===== src/rtl/register_sequencer.sv =====
// register_sequencer: drives a byte-level I2C master through single-byte
// register writes and reads. Adds whole-access retry on NACK or bus error
// and a per-byte watchdog.
//
// state     | meaning
// ----------+------------------------------------------------------------
// IDLE      | ready for a command (cmd_ready high)
// WAIT_BUS  | attempt pending, waiting for the master bus to go idle
// BYTE      | one byte in flight, request lines for the next step presented
// STOP      | requests dropped, waiting for the master to finish STOP
// BACKOFF   | idle gap before the whole access is retried
// RESP      | one-cycle response pulse
module register_sequencer #(
  parameter int unsigned TIMEOUT_CYCLES = 20000,
  parameter int unsigned MAX_RETRIES    = 3,
  parameter int unsigned BACKOFF_CYCLES = 1000
) (
  input  logic       clk_in,
  input  logic       reset,
  input  logic       cmd_valid,
  output logic       cmd_ready,
  input  logic       cmd_read,
  input  logic [6:0] cmd_dev_addr,
  input  logic [7:0] cmd_reg_addr,
  input  logic [7:0] cmd_wdata,
  output logic       rsp_valid,
  output logic [1:0] rsp_status,
  output logic [7:0] rsp_rdata,
  output logic [1:0] rsp_retries,
  output logic       m_mode,
  output logic       m_transfer_start,
  output logic       m_transfer_continue,
  output logic [7:0] m_data_tx,
  input  logic       m_transaction_ready,
  input  logic       m_transaction_complete,
  input  logic       m_ack,
  input  logic       m_start_err,
  input  logic       m_arbitration_err,
  input  logic [7:0] m_data_rx,
  input  logic       m_data_rx_enable
);

  typedef enum logic [2:0] {
    S_IDLE, S_WAIT_BUS, S_BYTE, S_STOP, S_BACKOFF, S_RESP
  } state_t;

  localparam logic [1:0] ST_OK      = 2'b00;
  localparam logic [1:0] ST_NACK    = 2'b01;
  localparam logic [1:0] ST_TIMEOUT = 2'b10;
  localparam logic [1:0] ST_BUS     = 2'b11;

  localparam int unsigned WD_W = $clog2(TIMEOUT_CYCLES + 2);
  localparam int unsigned BO_W = $clog2(BACKOFF_CYCLES + 2);
  localparam logic [WD_W-1:0] WD_LOAD = WD_W'(TIMEOUT_CYCLES);
  localparam logic [WD_W-1:0] WD_ONE  = WD_W'(1);
  localparam logic [BO_W-1:0] BO_LOAD = BO_W'(BACKOFF_CYCLES);
  localparam logic [BO_W-1:0] BO_ONE  = BO_W'(1);
  localparam logic [7:0]      RETRY_MAX = 8'(MAX_RETRIES);

  state_t          state_q, state_d;
  logic            is_read_q, is_read_d;
  logic [6:0]      dev_q, dev_d;
  logic [7:0]      reg_q, reg_d;
  logic [7:0]      wdata_q, wdata_d;
  logic [7:0]      rdata_q, rdata_d;
  logic [1:0]      byte_q, byte_d;
  logic [1:0]      status_q, status_d;
  logic            nack_q, nack_d;
  logic [7:0]      retry_q, retry_d;
  logic [WD_W-1:0] wd_q, wd_d;
  logic [BO_W-1:0] bo_q, bo_d;
  logic            mode_q, mode_d;
  logic            start_q, start_d;
  logic            cont_q, cont_d;
  logic [7:0]      tx_q, tx_d;
  logic            rsp_valid_q, rsp_valid_d;
  logic [1:0]      rsp_status_q, rsp_status_d;
  logic [7:0]      rsp_rdata_q, rsp_rdata_d;
  logic [1:0]      rsp_retries_q, rsp_retries_d;

  logic       bus_err, wd_active, wd_expire, tx_nack, is_last, to_stop, to_resp;
  logic [1:0] byte_nx, fin_status;

  // Byte b on the wire: 0 dev+W, 1 reg, 2 wdata or dev+R, 3 received data.
  function automatic logic [7:0] byte_data(input logic [1:0] b, input logic rd,
                                           input logic [6:0] dev, input logic [7:0] ra,
                                           input logic [7:0] wd);
    case (b)
      2'd0:    return {dev, 1'b0};
      2'd1:    return ra;
      2'd2:    return rd ? {dev, 1'b1} : wd;
      default: return 8'h00;
    endcase
  endfunction

  // Request lines {start, continue} that follow byte b; 00 means STOP.
  function automatic logic [1:0] step_req(input logic [1:0] b, input logic rd);
    case (b)
      2'd0:    return 2'b01;
      2'd1:    return rd ? 2'b10 : 2'b01;
      2'd2:    return rd ? 2'b01 : 2'b00;
      default: return 2'b00;
    endcase
  endfunction

  // Next-state and next-output computation for the whole sequencer.
  always_comb begin
    state_d       = state_q;
    is_read_d     = is_read_q;
    dev_d         = dev_q;
    reg_d         = reg_q;
    wdata_d       = wdata_q;
    rdata_d       = rdata_q;
    byte_d        = byte_q;
    status_d      = status_q;
    nack_d        = nack_q;
    retry_d       = retry_q;
    bo_d          = bo_q;
    mode_d        = mode_q;
    start_d       = start_q;
    cont_d        = cont_q;
    tx_d          = tx_q;
    rsp_valid_d   = 1'b0;
    rsp_status_d  = rsp_status_q;
    rsp_rdata_d   = rsp_rdata_q;
    rsp_retries_d = rsp_retries_q;

    bus_err    = m_start_err | m_arbitration_err;
    wd_active  = (state_q == S_WAIT_BUS) || (state_q == S_BYTE) || (state_q == S_STOP);
    wd_expire  = wd_active && (wd_q <= WD_ONE);
    wd_d       = wd_active ? (wd_q - WD_ONE) : wd_q;
    tx_nack    = m_ack && (byte_q != 2'd3);
    is_last    = is_read_q ? (byte_q == 2'd3) : (byte_q == 2'd2);
    byte_nx    = byte_q + 2'd1;
    to_stop    = 1'b0;
    to_resp    = 1'b0;
    fin_status = status_q;

    case (state_q)
      S_IDLE: begin
        if (cmd_valid) begin
          is_read_d = cmd_read;
          dev_d     = cmd_dev_addr;
          reg_d     = cmd_reg_addr;
          wdata_d   = cmd_wdata;
          retry_d   = 8'd0;
          byte_d    = 2'd0;
          nack_d    = 1'b0;
          status_d  = ST_OK;
          rdata_d   = 8'h00;
          wd_d      = WD_LOAD;
          state_d   = S_WAIT_BUS;
        end
      end
      S_WAIT_BUS: begin
        if (bus_err) begin
          status_d = ST_BUS;
          to_stop  = 1'b1;
        end else if (wd_expire) begin
          status_d = ST_TIMEOUT;
          to_stop  = 1'b1;
        end else if (m_transaction_ready) begin
          start_d = 1'b1;
          cont_d  = 1'b0;
          mode_d  = 1'b0;
          tx_d    = byte_data(2'd0, is_read_q, dev_q, reg_q, wdata_q);
          state_d = S_BYTE;
        end
      end
      S_BYTE: begin
        // The START pulse from WAIT_BUS gives way to the lines for the next step.
        {start_d, cont_d} = step_req(byte_q, is_read_q);
        if (tx_nack) nack_d = 1'b1;
        if (m_data_rx_enable && (byte_q == 2'd3)) rdata_d = m_data_rx;
        if (bus_err) begin
          status_d = ST_BUS;
          to_stop  = 1'b1;
        end else if (wd_expire) begin
          status_d = ST_TIMEOUT;
          to_stop  = 1'b1;
        end else if (m_transaction_complete) begin
          if (nack_q || tx_nack) begin
            status_d = ST_NACK;
            to_stop  = 1'b1;
          end else if (is_last) begin
            to_stop = 1'b1;
          end else begin
            byte_d            = byte_nx;
            mode_d            = (byte_nx == 2'd3);
            tx_d              = byte_data(byte_nx, is_read_q, dev_q, reg_q, wdata_q);
            {start_d, cont_d} = step_req(byte_nx, is_read_q);
            wd_d              = WD_LOAD;
          end
        end
      end
      S_STOP: begin
        if (m_transaction_ready) begin
          if (((status_q == ST_NACK) || (status_q == ST_BUS)) && (retry_q < RETRY_MAX)) begin
            retry_d = retry_q + 8'd1;
            bo_d    = BO_LOAD;
            state_d = S_BACKOFF;
          end else begin
            to_resp = 1'b1;
          end
        end else if (wd_expire) begin
          fin_status = ST_TIMEOUT;
          to_resp    = 1'b1;
        end
      end
      S_BACKOFF: begin
        bo_d = bo_q - BO_ONE;
        if (bo_q <= BO_ONE) begin
          byte_d   = 2'd0;
          nack_d   = 1'b0;
          status_d = ST_OK;
          rdata_d  = 8'h00;
          wd_d     = WD_LOAD;
          state_d  = S_WAIT_BUS;
        end
      end
      S_RESP:  state_d = S_IDLE;
      default: state_d = S_IDLE;
    endcase

    // STOP gets a fresh watchdog window so a master stuck in STOP is still bounded.
    if (to_stop) begin
      state_d = S_STOP;
      start_d = 1'b0;
      cont_d  = 1'b0;
      mode_d  = 1'b0;
      tx_d    = 8'h00;
      wd_d    = WD_LOAD;
    end
    if (to_resp) begin
      state_d       = S_RESP;
      status_d      = fin_status;
      rsp_valid_d   = 1'b1;
      rsp_status_d  = fin_status;
      rsp_rdata_d   = (is_read_q && (fin_status == ST_OK)) ? rdata_q : 8'h00;
      rsp_retries_d = (retry_q > 8'd3) ? 2'd3 : retry_q[1:0];
    end
  end

  // State and output registers with synchronous reset.
  always_ff @(posedge clk_in) begin
    if (reset) begin
      state_q       <= S_IDLE;
      is_read_q     <= 1'b0;
      dev_q         <= 7'h00;
      reg_q         <= 8'h00;
      wdata_q       <= 8'h00;
      rdata_q       <= 8'h00;
      byte_q        <= 2'd0;
      status_q      <= ST_OK;
      nack_q        <= 1'b0;
      retry_q       <= 8'd0;
      wd_q          <= '0;
      bo_q          <= '0;
      mode_q        <= 1'b0;
      start_q       <= 1'b0;
      cont_q        <= 1'b0;
      tx_q          <= 8'h00;
      rsp_valid_q   <= 1'b0;
      rsp_status_q  <= ST_OK;
      rsp_rdata_q   <= 8'h00;
      rsp_retries_q <= 2'd0;
    end else begin
      state_q       <= state_d;
      is_read_q     <= is_read_d;
      dev_q         <= dev_d;
      reg_q         <= reg_d;
      wdata_q       <= wdata_d;
      rdata_q       <= rdata_d;
      byte_q        <= byte_d;
      status_q      <= status_d;
      nack_q        <= nack_d;
      retry_q       <= retry_d;
      wd_q          <= wd_d;
      bo_q          <= bo_d;
      mode_q        <= mode_d;
      start_q       <= start_d;
      cont_q        <= cont_d;
      tx_q          <= tx_d;
      rsp_valid_q   <= rsp_valid_d;
      rsp_status_q  <= rsp_status_d;
      rsp_rdata_q   <= rsp_rdata_d;
      rsp_retries_q <= rsp_retries_d;
    end
  end

  assign cmd_ready           = (state_q == S_IDLE);
  assign rsp_valid           = rsp_valid_q;
  assign rsp_status          = rsp_status_q;
  assign rsp_rdata           = rsp_rdata_q;
  assign rsp_retries         = rsp_retries_q;
  assign m_mode              = mode_q;
  assign m_transfer_start    = start_q;
  assign m_transfer_continue = cont_q;
  assign m_data_tx           = tx_q;

endmodule


===== config.mk =====
export PLATFORM = sky130hd
export DESIGN_NAME = register_sequencer
export DESIGN_NICKNAME = d
export VERILOG_FILES = /design/src/rtl/register_sequencer.sv
export SDC_FILE = /design/constraint.sdc
export NUM_CORES = 1
export LEC_CHECK = 0
export BUFFER_PORTS_ARGS = -buffer_cell sky130_fd_sc_hd__buf_2
export CORE_MARGIN = 1.5
export CORE_UTILIZATION = 53
export CTS_BUF_LIST = sky130_fd_sc_hd__clkbuf_2 sky130_fd_sc_hd__clkbuf_4 sky130_fd_sc_hd__clkbuf_8
export DETAILED_ROUTE_END_ITERATION = 6
export HOLD_SLACK_MARGIN = 0.06
export PLACE_DENSITY = 0.78
export SETUP_SLACK_MARGIN = 0.2
export SLEW_MARGIN = 20
export SYNTH_ARGS = -nofsm -noshare
export SYNTH_HDL_FRONTEND = slang
export SYNTH_SLANG_ARGS = --single-unit

===== constraint.sdc =====
create_clock -name clk_in -period 2.4 [get_ports clk_in]
set_input_delay 0.48 -clock clk_in [delete_from_list [all_inputs] [get_ports clk_in]]
set_output_delay 0.48 -clock clk_in [all_outputs]
set_load 0.02 [all_outputs]

==> key figures <==
Critical path
  – Crit path capture type: flop
  – Arr. time, crit path: 2610 ps
  – WS Path Type: flop to flop
  – Worst r2r src: wd_q[9]
  – FF-to-FF path depth: 8
  – Crit Path Max Fanout: 5
  – Setup crit start kind: flop
  – R2R Path End: m_data_tx[0]
  – Register-to-register setup slack: 90 ps
  – Worst path required time: 2700 ps

Timing
  – Clock skew: 11.23 ps
  – Tcrit/Tclk final: 0.9621
  – Final setup vio count: 0
  – Total negative setup slack: 0 ps
  – Final worst path period need: 2309 ps
  – Final Hold Fails: 0
  – Unrepaired setup endpoints after global routing: yes
  – Max Slew Vio Count: 0
  – Worst hold slack: 321.5 ps
  – Rel. slew slack: 0.4597
  – Fmax: 0.4331 GHz
  – Slew @ Worst Pin: 799.2 ps

Power
  – Lkg Pwr: 2.145 nW
  – P per Cell Area: 968.7 nW/um^2
  – Peak VDD IR: 0.0004664 V

Placement
  – Post-DP HPWL: 7.317 mm
  – Placer congestion estimate: 0.8178
  – IO Port Bufs: 65
  – Inst Count DP: 684

Finish
  – Final nets: 651
  – Commonest cells after routing, fill and taps aside: dfxtp_1 (94), nand2_1 (77), buf_2 (65)
  – Synth-to-layout area growth: 25.26%
  – Commonest non-fill, non-tap cell in the layout: dfxtp_1
  – Layout cell share with drive strength beyond 1: 0.2973
  – # diodes: 0
  – Final Non-Filler Cells: 707

Route
  – DRT antenna net count: 0
  – Drt via density: 5.706
  – Via Count: 4034
  – Detailed Route WL: 10.97 mm
  – Post-DR wirelength/cell: 15.52 um
  – Initial DRC Count: 202
  – DRC violations left: 0
  – TritonRoute pass-1 iters: 6

Floorplan
  – IO Pins: 66
  – Die W: 94.46 um
  – Initial core utilization: 0.5422
  – Cell row count: 33
  – Core footprint: 8175 um^2
  – Die area: 8922 um^2
  – DIE HEIGHT: 94.46 um

Clocking
  – CTS tree: done
  – CTS Buf Count: 9
  – Clock Sinks: 97
  – Clk buf depth: 2
  – Root buffer cell: clkbuf_8
  – Depth of the CTS H-tree: 3
  – Clk_lat worst skew: 370 ps
  – Clock-pin slew on the worst setup and hold paths: 100 ps

Synthesis
  – Mapped Area: 4433 um^2
  – Ys flop type: dfxtp_1
  – Sequential share of the synthesized area: 0.4380
  – Asr flop ratio synth: 0
  – Mapped Nets: 560
  – Cell accounting for the most synthesized area: dfxtp_1
  – Post-synth EDFFs: 0
  – Cells after Synth: 507
  – Synth warn: 0
  – Largest cells by area after synthesis: dfxtp_1 (44%), nand2_1 (6.5%), a21oi_1 (6.0%), nor2_1 (4.3%), ha_1 (3.4%)
  – Yosys cell types: 60
  – Syn Area/Cell: 8.744 um^2
  – Share of the synthesized area in the top cell type: 0.4380
  – Yosys reg bits: 97

GRT
  – Global route hottest layer: met2
  – GR Util met1: 0.3219
  – First-pass GRT wire length: 17.02 mm
  – Initial antenna violation count: 0
  – Met3 usage: 0.04428
  – Number of global-route vias before repair: 3683
  – Pin count of the biggest net entering global routing: 33
  – Global-route usage over all layers: 0.2433
  – GR Util met2: 0.3957
  – Total gr overflow: 0

Hold path
  – Hold endpoint: rdata_q[2]
  – Hold Path Depth: 2
  – Hold Crit Class: input port to flop
  – Hold Startpoint: m_data_rx[2]

Status
  – Status: finished clean

Run
  – Max Cap Viol: 0
## where the power goes
group	switching [W]	internal (W)	leakage, nW
logic	0.00131	0.00102	1.27
registers	0.000220	0.00186	0.790
clock network	0.000586	0.000377	0.0859
## worst max-delay path, stage by stage (launching register included)
cell and delay [ps]:
dfxtp_2 330, or3_4 380, or4_4 480, o31a_1 310, a21oi_4 240, buf_12 140
buf_16 110, o21ai_0 100, a21boi_1 160
## metal layers
metal  vias to the layer above  share of wire  wire length [um]
li1                       1966              -                 -
met1                      1926           0.44              4839
met2                       127           0.49              5337
met3                        15          0.058               632
met4                         0          0.015               164
met5                         -              0                 0
## synth_stat cells (6+ instances only)
cell	instances
dfxtp_1	97
nand2_1	77
a21oi_1	53
nor2_1	51
nor3_1	17
a22o_1	16
clkbuf_1	15
xnor2_1	15
ha_1	12
o21ai_0	12
inv_1	10
and2_1	9
a2111oi_0	8
a22oi_1	7
nand3_1	7
nor2b_1	7
xor2_1	7
nor3b_2	6
## worst max path at each step
| stage | to | cells after the start | from |
|---|---|---|---|
| 2_1_floorplan | wd_q[11] | 7 | wd_q[9] |
| 3_3_place_gp | m_data_tx[6] | 9 | m_ack |
| 3_5_place_dp | m_data_tx[1] | 6 | wd_q[9] |
| 4_1_cts | m_data_tx[6] | 8 | wd_q[9] |
| 5_1_grt | byte_q[1] | 8 | wd_q[9] |
| 6_report | m_data_tx[0] | 8 | wd_q[9] |
## layout make-up
cell class                      instances  area (um^2)
Timing Repair Buffer                  104        700.7
Multi-Input combinational cell        376         2570
Clock buffer                            9        123.9
Clock inverter                          6        43.79
Fill cell                             625         2623
Inverter                               10        37.54
Sequential cell                        97         1946
Tap cell                              105        131.4
## stage by stage
step	total power, W	util	area [um^2]	worst slack, ps
after global routing	0.005713	0.6792	5553	24.01
after floorplan	0.003511	-	4464	131.6
final	0.005379	0.6792	5553	90.96
after detailed placement	0.004087	0.6143	5022	26.32
after CTS	0.005209	0.6546	5351	150.7
after global placement	0.004022	0.6143	5022	144.2
## logic make-up (layout without fill, tap and decap cells)
kind of cell / Yosys count / count (layout) / share of synthesized area
AND/OR/NAND/NOR: 211 / 211 / 0.2396
XOR/XNOR: 22 / 22 / 0.04347
flip-flops: 97 / 97 / 0.4380
multiplexers: 4 / 4 / 0.009314
AO/OA/AOI/OAI: 127 / 127 / 0.1928
buffers and inverters: 34 / 129 / 0.04290
adder cells (fa/ha/maj): 12 / 12 / 0.03387
## registers in the layout (all words and copies together) (netlist names), 2 cells and up
name,cells
bo_q,10
byte_q,2
dev_q,7
m_data_tx,8
rdata_q,8
reg_q,8
retry_q,8
rsp_rdata,8
rsp_retries,2
rsp_status,2
state_q,3
status_q,2
wd_q,15
wdata_q,8
## what timing repair did
item                                    4_1_cts  5_1_grt
hold buffers                                  0        0
endpoints found under the setup margin       32       49
gates resized for setup                      17       30
setup buffers                                 6        1
pin swaps                                     6        9
gates cloned                                  1        0
Note: power is estimated with default switching activity, not from simulation.
